[src/rtl/keccak_pkg.sv]
// Shared Keccak constants and chi-stage FSM encodings.
// CHI_STAGE_OUT_REG_EN adds the OREG state used by the registered-output build.
package keccak_pkg;

    localparam int SLICE_W = 25;
    localparam int N_LINES = 64;
    localparam int LINE_W  = 6;
    localparam int ROW_W   = 5;
    localparam int N_ROWS  = 5;

    typedef enum logic [2:0] {
        ST_IDLE  = 3'd0,
        ST_INIT  = 3'd1,
        ST_READ  = 3'd2,
        ST_LATCH = 3'd3,
        ST_WRITE = 3'd4,
`ifdef CHI_STAGE_OUT_REG_EN
        ST_DONE  = 3'd5,
        ST_OREG  = 3'd6
`else
        ST_DONE  = 3'd5
`endif
    } state_t;

endpackage

[src/rtl/chi_stage_if.sv]
// Slice-file bus between chi_stage (master) and the state-file/controller side (slave).
interface chi_stage_if #(
    parameter int SLICE_W = keccak_pkg::SLICE_W,
    parameter int LINE_W  = keccak_pkg::LINE_W
);
    logic               start;
    logic               read_file;
    logic [SLICE_W-1:0] slice_in;
    logic [LINE_W-1:0]  line_index;
    logic               write_file;
    logic [SLICE_W-1:0] slice_out;
    logic               busy;
    logic               finish;

    modport master (
        input  start, slice_in,
        output read_file, line_index, write_file, slice_out, busy, finish
    );

    modport slave (
        output start, slice_in,
        input  read_file, line_index, write_file, slice_out, busy, finish
    );
endinterface

[src/rtl/chi_row.sv]
// Combinational chi transform of one 5-lane row: out[x] = in[x] ^ (~in[x+1] & in[x+2]).
module chi_row
    import keccak_pkg::*;
(
    input  logic [ROW_W-1:0] row_in,
    output logic [ROW_W-1:0] row_out
);

    for (genvar gi = 0; gi < ROW_W; gi++) begin : g_lane
        assign row_out[gi] = row_in[gi] ^ (~row_in[(gi + 1) % ROW_W] & row_in[(gi + 2) % ROW_W]);
    end

endmodule

[src/rtl/chi_stage.sv]
// Chi step over a full state, one slice at a time: read, latch, transform, write back.
// Define CHI_STAGE_OUT_REG_EN to register the chi result (OREG state, 4 cycles/slice).
module chi_stage #(
    parameter int SLICE_W = keccak_pkg::SLICE_W,
    parameter int N_LINES = keccak_pkg::N_LINES
) (
    input  logic       clk,
    input  logic       rst,
    chi_stage_if.master bus
);
    import keccak_pkg::*;

    localparam logic [LINE_W-1:0] LAST_LINE = LINE_W'(N_LINES - 1);

    state_t             state_reg, state_next;
    logic [LINE_W-1:0]  cnt_reg;
    logic [SLICE_W-1:0] slice_reg;
    logic [SLICE_W-1:0] chi_result;
    logic               read_next, write_next, busy_next, finish_next;

    for (genvar gi = 0; gi < N_ROWS; gi++) begin : g_row
        chi_row u_row (
            .row_in  (slice_reg[ROW_W*gi +: ROW_W]),
            .row_out (chi_result[ROW_W*gi +: ROW_W])
        );
    end

`ifdef CHI_STAGE_OUT_REG_EN
    logic [SLICE_W-1:0] out_reg;

    always_ff @(posedge clk) begin
        if (rst) begin
            out_reg <= '0;
        end else if (state_reg == ST_OREG) begin
            out_reg <= chi_result;
        end
    end

    assign bus.slice_out = out_reg;
`else
    // slice_reg only changes in LATCH, so this holds the last result between writes.
    assign bus.slice_out = chi_result;
`endif

    always_ff @(posedge clk) begin
        if (rst) begin
            state_reg <= ST_IDLE;
            cnt_reg   <= '0;
            slice_reg <= '0;
        end else begin
            state_reg <= state_next;
            if (state_reg == ST_INIT) begin
                cnt_reg <= '0;
            end else if (state_reg == ST_WRITE) begin
                cnt_reg <= cnt_reg + LINE_W'(1);
            end
            if (state_reg == ST_LATCH) begin
                slice_reg <= bus.slice_in;
            end
        end
    end

    always_comb begin
        state_next  = state_reg;
        read_next   = 1'b0;
        write_next  = 1'b0;
        busy_next   = 1'b1;
        finish_next = 1'b0;
        case (state_reg)
            ST_IDLE: begin
                busy_next = 1'b0;
                if (bus.start) begin
                    state_next = ST_INIT;
                end
            end
            ST_INIT:  state_next = ST_READ;
            ST_READ: begin
                read_next  = 1'b1;
                state_next = ST_LATCH;
            end
`ifdef CHI_STAGE_OUT_REG_EN
            ST_LATCH: state_next = ST_OREG;
            ST_OREG:  state_next = ST_WRITE;
`else
            ST_LATCH: state_next = ST_WRITE;
`endif
            ST_WRITE: begin
                write_next = 1'b1;
                state_next = (cnt_reg == LAST_LINE) ? ST_DONE : ST_READ;
            end
            ST_DONE: begin
                finish_next = 1'b1;
                state_next  = ST_IDLE;
            end
            default: state_next = ST_IDLE;
        endcase
    end

    assign bus.read_file  = read_next;
    assign bus.write_file = write_next;
    assign bus.busy       = busy_next;
    assign bus.finish     = finish_next;
    assign bus.line_index = cnt_reg;

endmodule
[src/flat_wrapper.sv]
// flat-port wrapper written by rule: the top's interface ports become plain ports
module chi_stage_flat import keccak_pkg::*;
#(
    parameter int SLICE_W = keccak_pkg::SLICE_W,
    parameter int N_LINES = keccak_pkg::N_LINES
)
  (clk, rst, bus_start, bus_slice_in, bus_read_file, bus_line_index, bus_write_file, bus_slice_out, bus_busy, bus_finish);
  chi_stage_if #(.SLICE_W(SLICE_W)) bus_i ();
  input  logic clk;
  input  logic rst;
  input wire logic [$bits(bus_i.start)-1:0] bus_start;
  input wire logic [$bits(bus_i.slice_in)-1:0] bus_slice_in;
  output wire logic [$bits(bus_i.read_file)-1:0] bus_read_file;
  output wire logic [$bits(bus_i.line_index)-1:0] bus_line_index;
  output wire logic [$bits(bus_i.write_file)-1:0] bus_write_file;
  output wire logic [$bits(bus_i.slice_out)-1:0] bus_slice_out;
  output wire logic [$bits(bus_i.busy)-1:0] bus_busy;
  output wire logic [$bits(bus_i.finish)-1:0] bus_finish;
  assign bus_i.start = bus_start;
  assign bus_i.slice_in = bus_slice_in;
  assign bus_read_file = bus_i.read_file;
  assign bus_line_index = bus_i.line_index;
  assign bus_write_file = bus_i.write_file;
  assign bus_slice_out = bus_i.slice_out;
  assign bus_busy = bus_i.busy;
  assign bus_finish = bus_i.finish;
  chi_stage #(.SLICE_W(SLICE_W), .N_LINES(N_LINES)) u_core (.clk(clk), .rst(rst), .bus(bus_i));
endmodule
[config.mk]
export PLATFORM = sky130hd
export DESIGN_NAME = chi_stage_flat
export DESIGN_NICKNAME = d
export VERILOG_FILES = /design/src/rtl/keccak_pkg.sv /design/src/rtl/chi_stage_if.sv /design/src/rtl/chi_row.sv /design/src/rtl/chi_stage.sv /design/src/flat_wrapper.sv
export SDC_FILE = /design/constraint.sdc
export NUM_CORES = 1
export LEC_CHECK = 0
export CAP_MARGIN = 10
export CORE_ASPECT_RATIO = 1.75
export CORE_UTILIZATION = 47
export DETAILED_ROUTE_END_ITERATION = 8
export PLACE_DENSITY = 0.88
export SKIP_CTS_REPAIR_TIMING = 1
export SLEW_MARGIN = 20
export SYNTH_ARGS = -nofsm -noshare
export SYNTH_HDL_FRONTEND = slang
export SYNTH_HIERARCHICAL = 1
export SYNTH_SLANG_ARGS = --single-unit
[constraint.sdc]
create_clock -name clk -period 5.1 [get_ports clk]
set_clock_uncertainty 0.2 [all_clocks]
set_input_delay 1.02 -clock clk [delete_from_list [all_inputs] [get_ports clk]]
set_output_delay 1.02 -clock clk [all_outputs]
set_load 0.05 [all_outputs]
==> results.md <==
Yosys:
- The synthesized flop and latch total is 34.
- The mean area per synthesized cell is roughly 8 µm².
- In the post-synthesis netlist, the cell with the most instances is sky130_fd_sc_hd__nand2_1.
- The post-synthesis instance area is 1700 µm².
- For this run, asynchronously set or reset flops after synthesis account for 0%.
- Sorting the synthesized cells by how often they occur yields 52 x sky130_fd_sc_hd__nand2_1, 34 x sky130_fd_sc_hd__dfxtp_1, 30 x sky130_fd_sc_hd__a21oi_1.
- Summing the areas of all compound-gate instances in the mapped netlist gives about 13% of the synthesized area.
- The synthesized netlist devotes between 20% and 30% of its cell area to simple gates.
- The number of nets in the synthesized netlist is 242.
- Yosys printed 6 warnings.
- After synthesis, the largest family of logic cells by area is simple AND/OR/NAND/NOR gates.
- The fraction of synthesized cell area in xor and xnor cells is between 10% and 20%.
- In this run, synthesis inferred 0 flip-flops with an integrated enable.
- For this run, the register share of the synthesized area comes to between 30% and 40%.
- Summed over all instances, the cell type with the most area after synthesis is sky130_fd_sc_hd__dfxtp_1.
- In the synthesized netlist, the number of instances is 213.
- Sorting the synthesized cells by area gives the leading types as sky130_fd_sc_hd__dfxtp_1 40%, sky130_fd_sc_hd__xnor2_1 13%, sky130_fd_sc_hd__nand2_1 11%, sky130_fd_sc_hd__nand2b_1 9.9%, sky130_fd_sc_hd__a21oi_1 8.8%.
- Measured against the total synthesized area, the mux share comes to less than 1%.
- The post-synthesis cell type count is 30.
- Among all flip-flop cells after synthesis, the most frequent one is sky130_fd_sc_hd__dfxtp_1.
- The post-synthesis share of cell area spent on full adders, half adders and majority gates is 0.735%.
- The top cell type by area accounts for around two fifths of the synthesized area.

Route:
- After detailed routing, the met3 layer carries around 220 µm of wire.
- The average detailed-routed wire length per instance is around 13 µm.
- For this run, the detailed router's first-pass iteration total came to 4.
- The number of nets with antenna violations after detailed routing is 0.
- Dividing the detail-routed via count by the number of cells gives roughly 5.1.
- The amount of wire on met2 after detailed routing is between 2000 and 2500 µm.
- The post-route DRC violation count is 0.
- The detailed router used layers up to and including met4.
- In the final routing, the length of wire on met1 measures 1380 µm.
- The final wirelength is around 4000 µm.
- For this block, the initial DRC count from the detailed router was 23.
- The overall via count from detail_route is 1588.

Timing:
- On the final layout, the worst hold slack is 290 ps.
- The final period utilization is between 60% and 70%.
- The number of hold violations in the final report is 0.
- Setup repair after global routing left no endpoint under its margin.
- The final-report max-slew violation count is 0.
- The maximum operating frequency is approximately 300 MHz.
- Setup violations remaining at the end of the flow were counted as 0.
- The tightest slew margin relative to the limit is about a third.
- The final critical path time including I/O delays and setup is 3420 ps.
- For the pin with the worst max-slew slack, the measured transition is roughly 1000 ps.
- The sum of negative setup slack is 0 ps.

Min path:
- Along the worst hold path, the cell count comes to 2.
- The min-delay analysis places its worst path in the category register to register.
- The start point of the worst hold path is u_core/slice_reg[18].

Final layout:
- The number of standard cells in the layout, taps in and fillers out is approximately 310.
- The final non-filler cell area is between 2000 and 2500 µm².
- The number of diodes is 0.
- Fill cells in the final layout number between 300 and 400.
- Summing all flip-flop and latch instances after layout gives just under 700 µm².
- The net count of the finished layout is around 300.
- The layout overhead on the synthesized area is 40.7%.
- The multi-input combinational cell area is between 900 and 1000 µm².
- The register with the most flip-flops in the layout has 25 of them.
- The share of layout cells above drive strength 1 is about 3.3%.

Floorplan:
- The die is about 82 µm tall.
- For this design the top-level I/O count stands at 63.
- The die outline width is 47.5 µm.
- The row count is 28.
- The initial utilization of the core area, before any placement, comes to ~50%.
- The floorplan step defined a core boundary enclosing ~3400 µm².
- The total die area is just under 4000 µm².

Placement:
- After legalization and detailed placement, the total HPWL measured 2890 µm.
- Port buffering added 62 buffers.
- The placement-stage cell area is about 2300 µm².
- The total instance count after detailed placement is between 300 and 400.
- The final estimated routing congestion in global placement is 0.809.

Clocking:
- The root buffer selected by CTS is sky130_fd_sc_hd__clkbuf_8.
- In this run the deepest clock path goes through 2 buffers.
- The CTS buffer count is 5.
- TritonCTS built the clock tree.
- The clock-pin transition on the worst setup and hold timing paths is about 60 ps.
- The H-tree was split into 2 levels.
- The clock drives 34 sinks.
- The clock latency on the worst-skew pair is approximately 280 ps.

Power and ir drop:
- In this run switching power makes up 29.5% of total power.
- The cell-internal power is between 0.4 and 0.5 mW.
- Combinational logic burns 23.4% of the power.
- The switching power is between 0.15 and 0.2 mW.
- Sequential cells account for between 40% and 50% of the total power.
- In this run the power density over the cells is about 260 nW/µm².
- The static leakage is 0.763 nW.
- Overall power consumption after layout is estimated at 0.623 mW.
- The fraction of power consumed by the clock network is about 31%.
- Across the VDD grid, the largest voltage drop is 0.000208 V.

Global route:
- The initial antenna violation count came to 0.
- The via count of the first global-routing pass is approximately 1500.
- The maximum number of pins on one net before global-route repair is 33.
- The total global routing overflow is 0.
- The aggregate global-route resource usage is around 23%.
- The wire length of the first global-routing pass is between 6000 and 7000 µm.

Outcome:
- The flow ran to the end, and the final reports show no timing, DRC or antenna violations.

Critical path:
- Along the worst path, the maximum fanout reaches 11.
- The most critical setup path has its startpoint at u_core/state_reg[2].
- The startpoint type of the worst setup path is a register.
- Measured in cells, the most critical reg-to-reg path has a length of 3.
- The required time at the endpoint of the critical path is between 3000 and 4000 ps.
- The signal arrival time at the worst endpoint is between 2000 and 2500 ps.
- The setup slack on the worst flop-to-flop path is slightly above 3000 ps.
- The setup path with the least slack is of type register to output pin.
- The worst setup path is captured at an output pin.
- The startpoint identified for the worst register-to-register timing path is u_core/state_reg[0].

Job:
- The max-cap violation count is 0.
==> power by group through the flow <==
| stage | clock [mW] | combinational (mW) | sequential [mW] |
|---|---|---|---|
| 6_report | 0.191 | 0.146 | 0.286 |
| 5_1_grt | 0.205 | 0.155 | 0.288 |
| 4_1_cts | 0.196 | 0.147 | 0.286 |
| 3_5_place_dp | 0 | 0.146 | 0.292 |
| 3_3_place_gp | 0 | 0.145 | 0.291 |
| 2_1_floorplan | 0 | 0.0982 | 0.286 |
==> per-stage QoR <==
stage	utilization, %	worst slack, ps
CTS	69.9	1680
global placement	67.5	2020
finish	69.8	1680
floorplan	-	2310
detailed placement	67.5	1990
global route	69.8	1610
==> critical path: stages, from the launching register on <==
cell and delay [ps]:
sky130_fd_sc_hd__dfxtp_1 480, sky130_fd_sc_hd__or3b_1 540, sky130_fd_sc_hd__inv_1 100, sky130_fd_sc_hd__clkdlybuf4s50_1 800
==> layout by cell type (no fill, tap or decap), types with 3 or more instances in the layout <==
master / instances
sky130_fd_sc_hd__o32ai_1: 3
sky130_fd_sc_hd__inv_1: 3
sky130_fd_sc_hd__xnor2_1: 26
sky130_fd_sc_hd__dfxtp_1: 34
sky130_fd_sc_hd__a21oi_1: 30
sky130_fd_sc_hd__or3_1: 3
sky130_fd_sc_hd__nand2b_1: 27
sky130_fd_sc_hd__nor2_1: 3
sky130_fd_sc_hd__clkdlybuf4s50_1: 61
sky130_fd_sc_hd__nand2_1: 52
sky130_fd_sc_hd__clkbuf_8: 6
==> worst paths after layout <==
kind	endpoint
worst min-delay path	u_core/slice_reg[18]
worst max register to register	u_core/slice_reg[22]
worst min register to register	u_core/slice_reg[18]
worst max-delay path	bus_write_file
==> final cells by class <==
class / count / share of cell area, %
multi-input cells: 164 / 39.6
repair buffers: 62 / 25.7
well taps: 45 / 2.35
inverters: 3 / 0.470
flip-flops and latches: 34 / 28.4
clock buffers: 6 / 3.45
==> kinds of logic after synthesis <==
group,count (synthesis)
mux,1
fa+ha+maj,1
buf+inv,15
xor+xnor,27
simple gates,96
compound gates,39
flops,34
==> layer usage <==
metal  vias up  global-route usage [%]
met5         -                       0
met4         0                    12.0
met3        10                    6.81
met2        52                    42.7
met1       721                    19.6
li1        805                       -
(Power assumes the default switching activity.)
==> patch 1 (same settings) <==
Build with the macro `CHI_STAGE_OUT_REG_EN` defined.
--- a/src/rtl/keccak_pkg.sv
+++ b/src/rtl/keccak_pkg.sv
@@ -1,5 +1,7 @@
 // Shared Keccak constants and chi-stage FSM encodings.
 // CHI_STAGE_OUT_REG_EN adds the OREG state used by the registered-output build.
+`define CHI_STAGE_OUT_REG_EN
+
 package keccak_pkg;
 
     localparam int SLICE_W = 25;
Behaviour: not the same (a bounded check fails within 10 cycles, from zero or initial values and one cycle with rst high).
==> patch 1 against the unedited design <==
The flow now finishes with violations (design-rule violations). First-iteration DRC count rose by 120%. Routed wire length is 35% higher. Sequential power up 67%. Register-to-register slack got worse by 0.03 ns. Core utilization decreased by 6.4 points. Worst setup slack gained 0.011 ns. Cell area increased by 39%. Clock power grew 100%. Sequential cell count grew 25. Area after synthesis up 50%. Critical path depth down 1. Total power is 52% higher. Global-route usage shrank 2.0 points. Largest cell class unchanged.
==> patch 1: results (changes against the unedited design) <==
| Metric | Value |
|---|---|
| Routability Congestion | 0.757 (-6.4%) |
| Post-synthesis adder-cell area fraction | 0.00490 (-0.00245) |
| P_int | 0.000729 W (+66%) |
| First-pass GRT wire length | 9.09 mm (+47%) |
| Failing checks | design-rule violations |
| Vias in the first global route | 2,062 (+40%) |
| # DRC | 4 (+4) |
| Least-Margin Pin Slew | 1.02 ns (+0.0360 ns) |
| Hold endpoint | u_core/bus.slice_out[3]$_SDFFE_PP0P_ |
| Gr usage total | 0.208 (-0.0197) |
| R2R Path End | u_core/slice_reg[13]$_SDFFE_PP0P_ |
| Mux contribution to synthesized area | 0.00392 (-0.00196) |
| Fill cells | 469 (+48%) |
| CP max FO | 15 (+4) |
| Dpl hpwl | 3.51 mm (+21%) |
| Outcome | finished, violations left |
| Max VDD drop | 0.000301 V (+44%) |
| RR Startpoint | u_core/state_reg[2]$_SDFFE_PP0P_ |
| Via density per instance | 5.10 (+0.78%) |
| DR WL/cell | 12.4 um (-2.3%) |
| Leak Pwr | 1.06 nW (+39%) |
| CTS Buf Count | 9 (+4) |
| Most frequent cells after synthesis | nand2_1, dfxtp_1, a21oi_1 |
| DRT Pass-1 Iters | 6 (+2) |
| HP Start | u_core/bus.slice_out[3]$_SDFFE_PP0P_ |
| Synth area leaders | dfxtp_1, nand2_1, a21oi_1 |
| Nets | 404 (+35%) |
| XOR/XNOR Fraction of Synth Area | 0.0891 (-0.0497) |
| Mapped Nets | 351 (+45%) |
| Sequential cell area fraction in the yosys report | 0.462 (+0.0626) |
==> patch 1: per-layer routing <==
metal / global-route usage / up-vias / share of wire
li1: - / 1148 / -
met1: 0.209 / 1007 / 0.39
met2: 0.378 / 51 / 0.54
met3: 0.0676 / 6 / 0.047
met4: 0.0916 / 0 / 0.017
met5: 0 / - / 0
==> patch 1: worst max-delay path, stage by stage, from the launching register on <==
cell and delay (ns):
dfxtp_1 0.56, nor3b_2 0.42, clkdlybuf4s50_1 0.88
==> patch 1: area by class of cell <==
cell class | count | area, sq um | area share
Clock inverter | 3 | 40.0 | 0.0120
Tap cell | 55 | 68.8 | 0.0207
Clock buffer | 12 | 135 | 0.0406
Timing Repair Buffer | 63 | 627 | 0.188
Multi-Input combinational cell | 242 | 1280 | 0.384
Sequential cell | 59 | 1180 | 0.354
==> patch 1: kinds of logic (layout without fill, tap and decap cells) <==
kind of cell,after synthesis,after routing
simple gates,152,152
compound gates,62,62
flops,59,59
xor+xnor,26,26
buf+inv,21,78
fa+ha+maj,1,1
mux,1,1
==> patch 1: power groups by stage <==
stage	registers (W)	clock network, W	logic [W]
6_report	0.000478	0.000388	0.0000780
5_1_grt	0.000480	0.000420	0.0000844
4_1_cts	0.000478	0.000400	0.0000782
3_5_place_dp	0.000488	0	0.0000777
3_3_place_gp	0.000488	0	0.0000767
2_1_floorplan	0.000484	0	0.0000519
==> patch 1: through the flow <==
stage | power (W) | utilization | hold WS [ns] | worst slack [ns] | std cells
6_report | 0.000944 | 0.634 | 0.250 | 1.69 | 434
5_1_grt | 0.000984 | 0.634 | 0.277 | 1.59 | 434
3_5_place_dp | 0.000566 | 0.599 | 0.246 | 2.11 | 418
2_1_floorplan | 0.000536 | - | 0.270 | 2.23 | 322
4_1_cts | 0.000956 | 0.632 | 0.255 | 1.68 | 433
3_3_place_gp | 0.000564 | 0.599 | 0.241 | 2.15 | 418
==> patch 1: worst max-delay path by stage <==
stage | startpoint | endpoint | slack, ns | depth (start not counted)
final | u_core/state_reg[2]$_SDFFE_PP0P_ | bus_write_file | 1.69 | 2
after global routing | u_core/state_reg[2]$_SDFFE_PP0P_ | bus_write_file | 1.59 | 2
after CTS | u_core/state_reg[2]$_SDFFE_PP0P_ | bus_write_file | 1.68 | 2
after detailed placement | u_core/state_reg[2]$_SDFFE_PP0P_ | bus_write_file | 2.11 | 2
after global placement | u_core/state_reg[2]$_SDFFE_PP0P_ | bus_write_file | 2.15 | 2
after floorplan | u_core/state_reg[1]$_SDFFE_PP0P_ | bus_read_file | 2.23 | 2
==> patch 2 (same settings) <==
Made on the original files. Encoding of `state_t`: now one-hot (6 bits for 6 states).
--- a/src/rtl/keccak_pkg.sv
+++ b/src/rtl/keccak_pkg.sv
@@ -8,17 +8,17 @@
     localparam int ROW_W   = 5;
     localparam int N_ROWS  = 5;
 
-    typedef enum logic [2:0] {
-        ST_IDLE  = 3'd0,
-        ST_INIT  = 3'd1,
-        ST_READ  = 3'd2,
-        ST_LATCH = 3'd3,
-        ST_WRITE = 3'd4,
+    typedef enum logic [5:0] {
+        ST_IDLE  = 6'b000001,
+        ST_INIT  = 6'b000010,
+        ST_READ  = 6'b000100,
+        ST_LATCH = 6'b001000,
+        ST_WRITE = 6'b010000,
 `ifdef CHI_STAGE_OUT_REG_EN
         ST_DONE  = 3'd5,
         ST_OREG  = 3'd6
 `else
-        ST_DONE  = 3'd5
+        ST_DONE  = 6'b100000
 `endif
     } state_t;
 
Formal check against the unedited RTL: same outputs for any inputs over 10 cycles, from zero or initial values and one cycle with rst high; not proved beyond that.
==> patch 2 against the unedited design <==
Count of clock-buffer cells in the layout rose by 1. Sequential share of layout area shrank 0.63 points. Critical path depth unchanged. Area after synthesis rose by 15%. Worst hold slack improved by 0.026 ns. Die area grew 14%. Sequential cell count up 3. Cell area up 11%. Core utilization is 2.1 points lower. Worst setup slack worse by 0.56 ns. Routed wire length rose by 22%. Critical path type unchanged.
Power is not compared: it rests on default switching activity, and its combinational part moved more than twofold at a synthesized area within 25%.
==> patch 2: results (changes against the unedited design) <==
| Metric | Value |
|---|---|
| Outcome | finished clean |
| Gr usage total | 0.237 (+0.00955) |
| Slew HR | 0.321 (-0.0211) |
| First-pass GRT wire length | 7.83 mm (+27%) |
| DR WL/cell | 14.4 um (+14%) |
| Placed inst area | 0.00256 sq mm (+11%) |
| Sequential cell area fraction in the yosys report | 0.379 (-0.0209) |
| Pre-CTS setup slack | 1.45 ns (-0.541 ns) |
| Dpl hpwl | 3.41 mm (+18%) |
| Metal2 WL | 2.63 mm (+16%) |
| CP max FO | 27 (+16) |
| Syn Inst Count | 238 (+12%) |
| Post-route met1 wirelength | 1.88 mm (+36%) |
| Layout cell share with drive strength beyond 1 | 0.0517 (+0.0183) |
| Most frequent cells after synthesis | dfxtp_1, a21oi_1, nand3_1 |
| Synth area leaders | dfxtp_1, xnor2_1, nand2b_1 |
| Vias in the first global route | 1,780 (+21%) |
| Placed Cells | 330 (+7.1%) |
| XOR/XNOR Fraction of Synth Area | 0.116 (-0.0224) |
| Mux contribution to synthesized area | 0 (-0.00588) |
| Largest net degree at the start of global routing | 30 (-9.1%) |
| Ys async rst share | 0 (unchanged) |
| Worst Path Arrival | 2.76 ns (+0.56 ns) |
| Post-synthesis adder-cell area fraction | 0.00640 (-0.000950) |
| Routed via count | 1,900 (+20%) |
| Netlist cell types | 32 (+6.7%) |
| Final WL | 4.86 mm (+22%) |
| Nets | 318 (+6.4%) |
| Mapped Nets | 267 (+10%) |
| Post-synthesis compound-gate area fraction | 0.196 (+0.0672) |
| DRT iter0 DRCs | 38 (+65%) |
| Max reg flops | 25 (unchanged) |
| DR WL met3 | 250 um (+15%) |
patch 2: cell count changes in the layout (fill, tap and decap cells not counted), moves of 2 or more:
cell,change
o32ai_1,-3
or4_1,+4
a21oi_1,+2
o21ai_0,+26
nand2_1,-51
o31ai_1,+2
nor3_1,+3
o211ai_1,+2
nor2b_1,+2
dfxtp_1,+3
or3_1,-2
nand3_1,+28
patch 2: worst paths after layout:
| check | start | endpoint | slack [ns] | cells past startpoint |
|---|---|---|---|---|
| setup / recovery | u_core/state_reg[0]$_SDFFE_PP1P_ | bus_finish | 1.12 | 3 |
| hold / removal | u_core/slice_reg[22]$_SDFFE_PP0P_ | u_core/slice_reg[22]$_SDFFE_PP0P_ | 0.32 | 2 |
| setup reg to reg | u_core/state_reg[0]$_SDFFE_PP1P_ | u_core/slice_reg[11]$_SDFFE_PP0P_ | 2.98 | 3 |
| hold reg to reg | u_core/slice_reg[22]$_SDFFE_PP0P_ | u_core/slice_reg[22]$_SDFFE_PP0P_ | 0.32 | 2 |
patch 2: kinds of logic after synthesis:
kind of cell	after synthesis
AND/OR/NAND/NOR	82
AO/OA/AOI/OAI	70
flip-flops	37
XOR/XNOR	26
buffers and inverters	22
adder cells (fa/ha/maj)	1
patch 2: layer usage:
metal	vias up	global-route usage
li1	942	-
met1	892	0.240
met2	57	0.434
met3	9	0.0628
met4	0	0.116
met5	-	0
patch 2: cell type report:
type	count	area [sq um]
Multi-Input combinational cell	179	1120
Sequential cell	37	741
Clock inverter	1	5.00
Fill cell	346	1270
Clock buffer	7	96.3
Inverter	3	11.3
Tap cell	48	60.1
Timing Repair Buffer	63	628
patch 2: critical path, stage by stage (launching register included):
cell and delay, ns:
dfxtp_1 0.41, or4_1 0.90, nor3b_1 0.32, clkdlybuf4s50_1 0.84
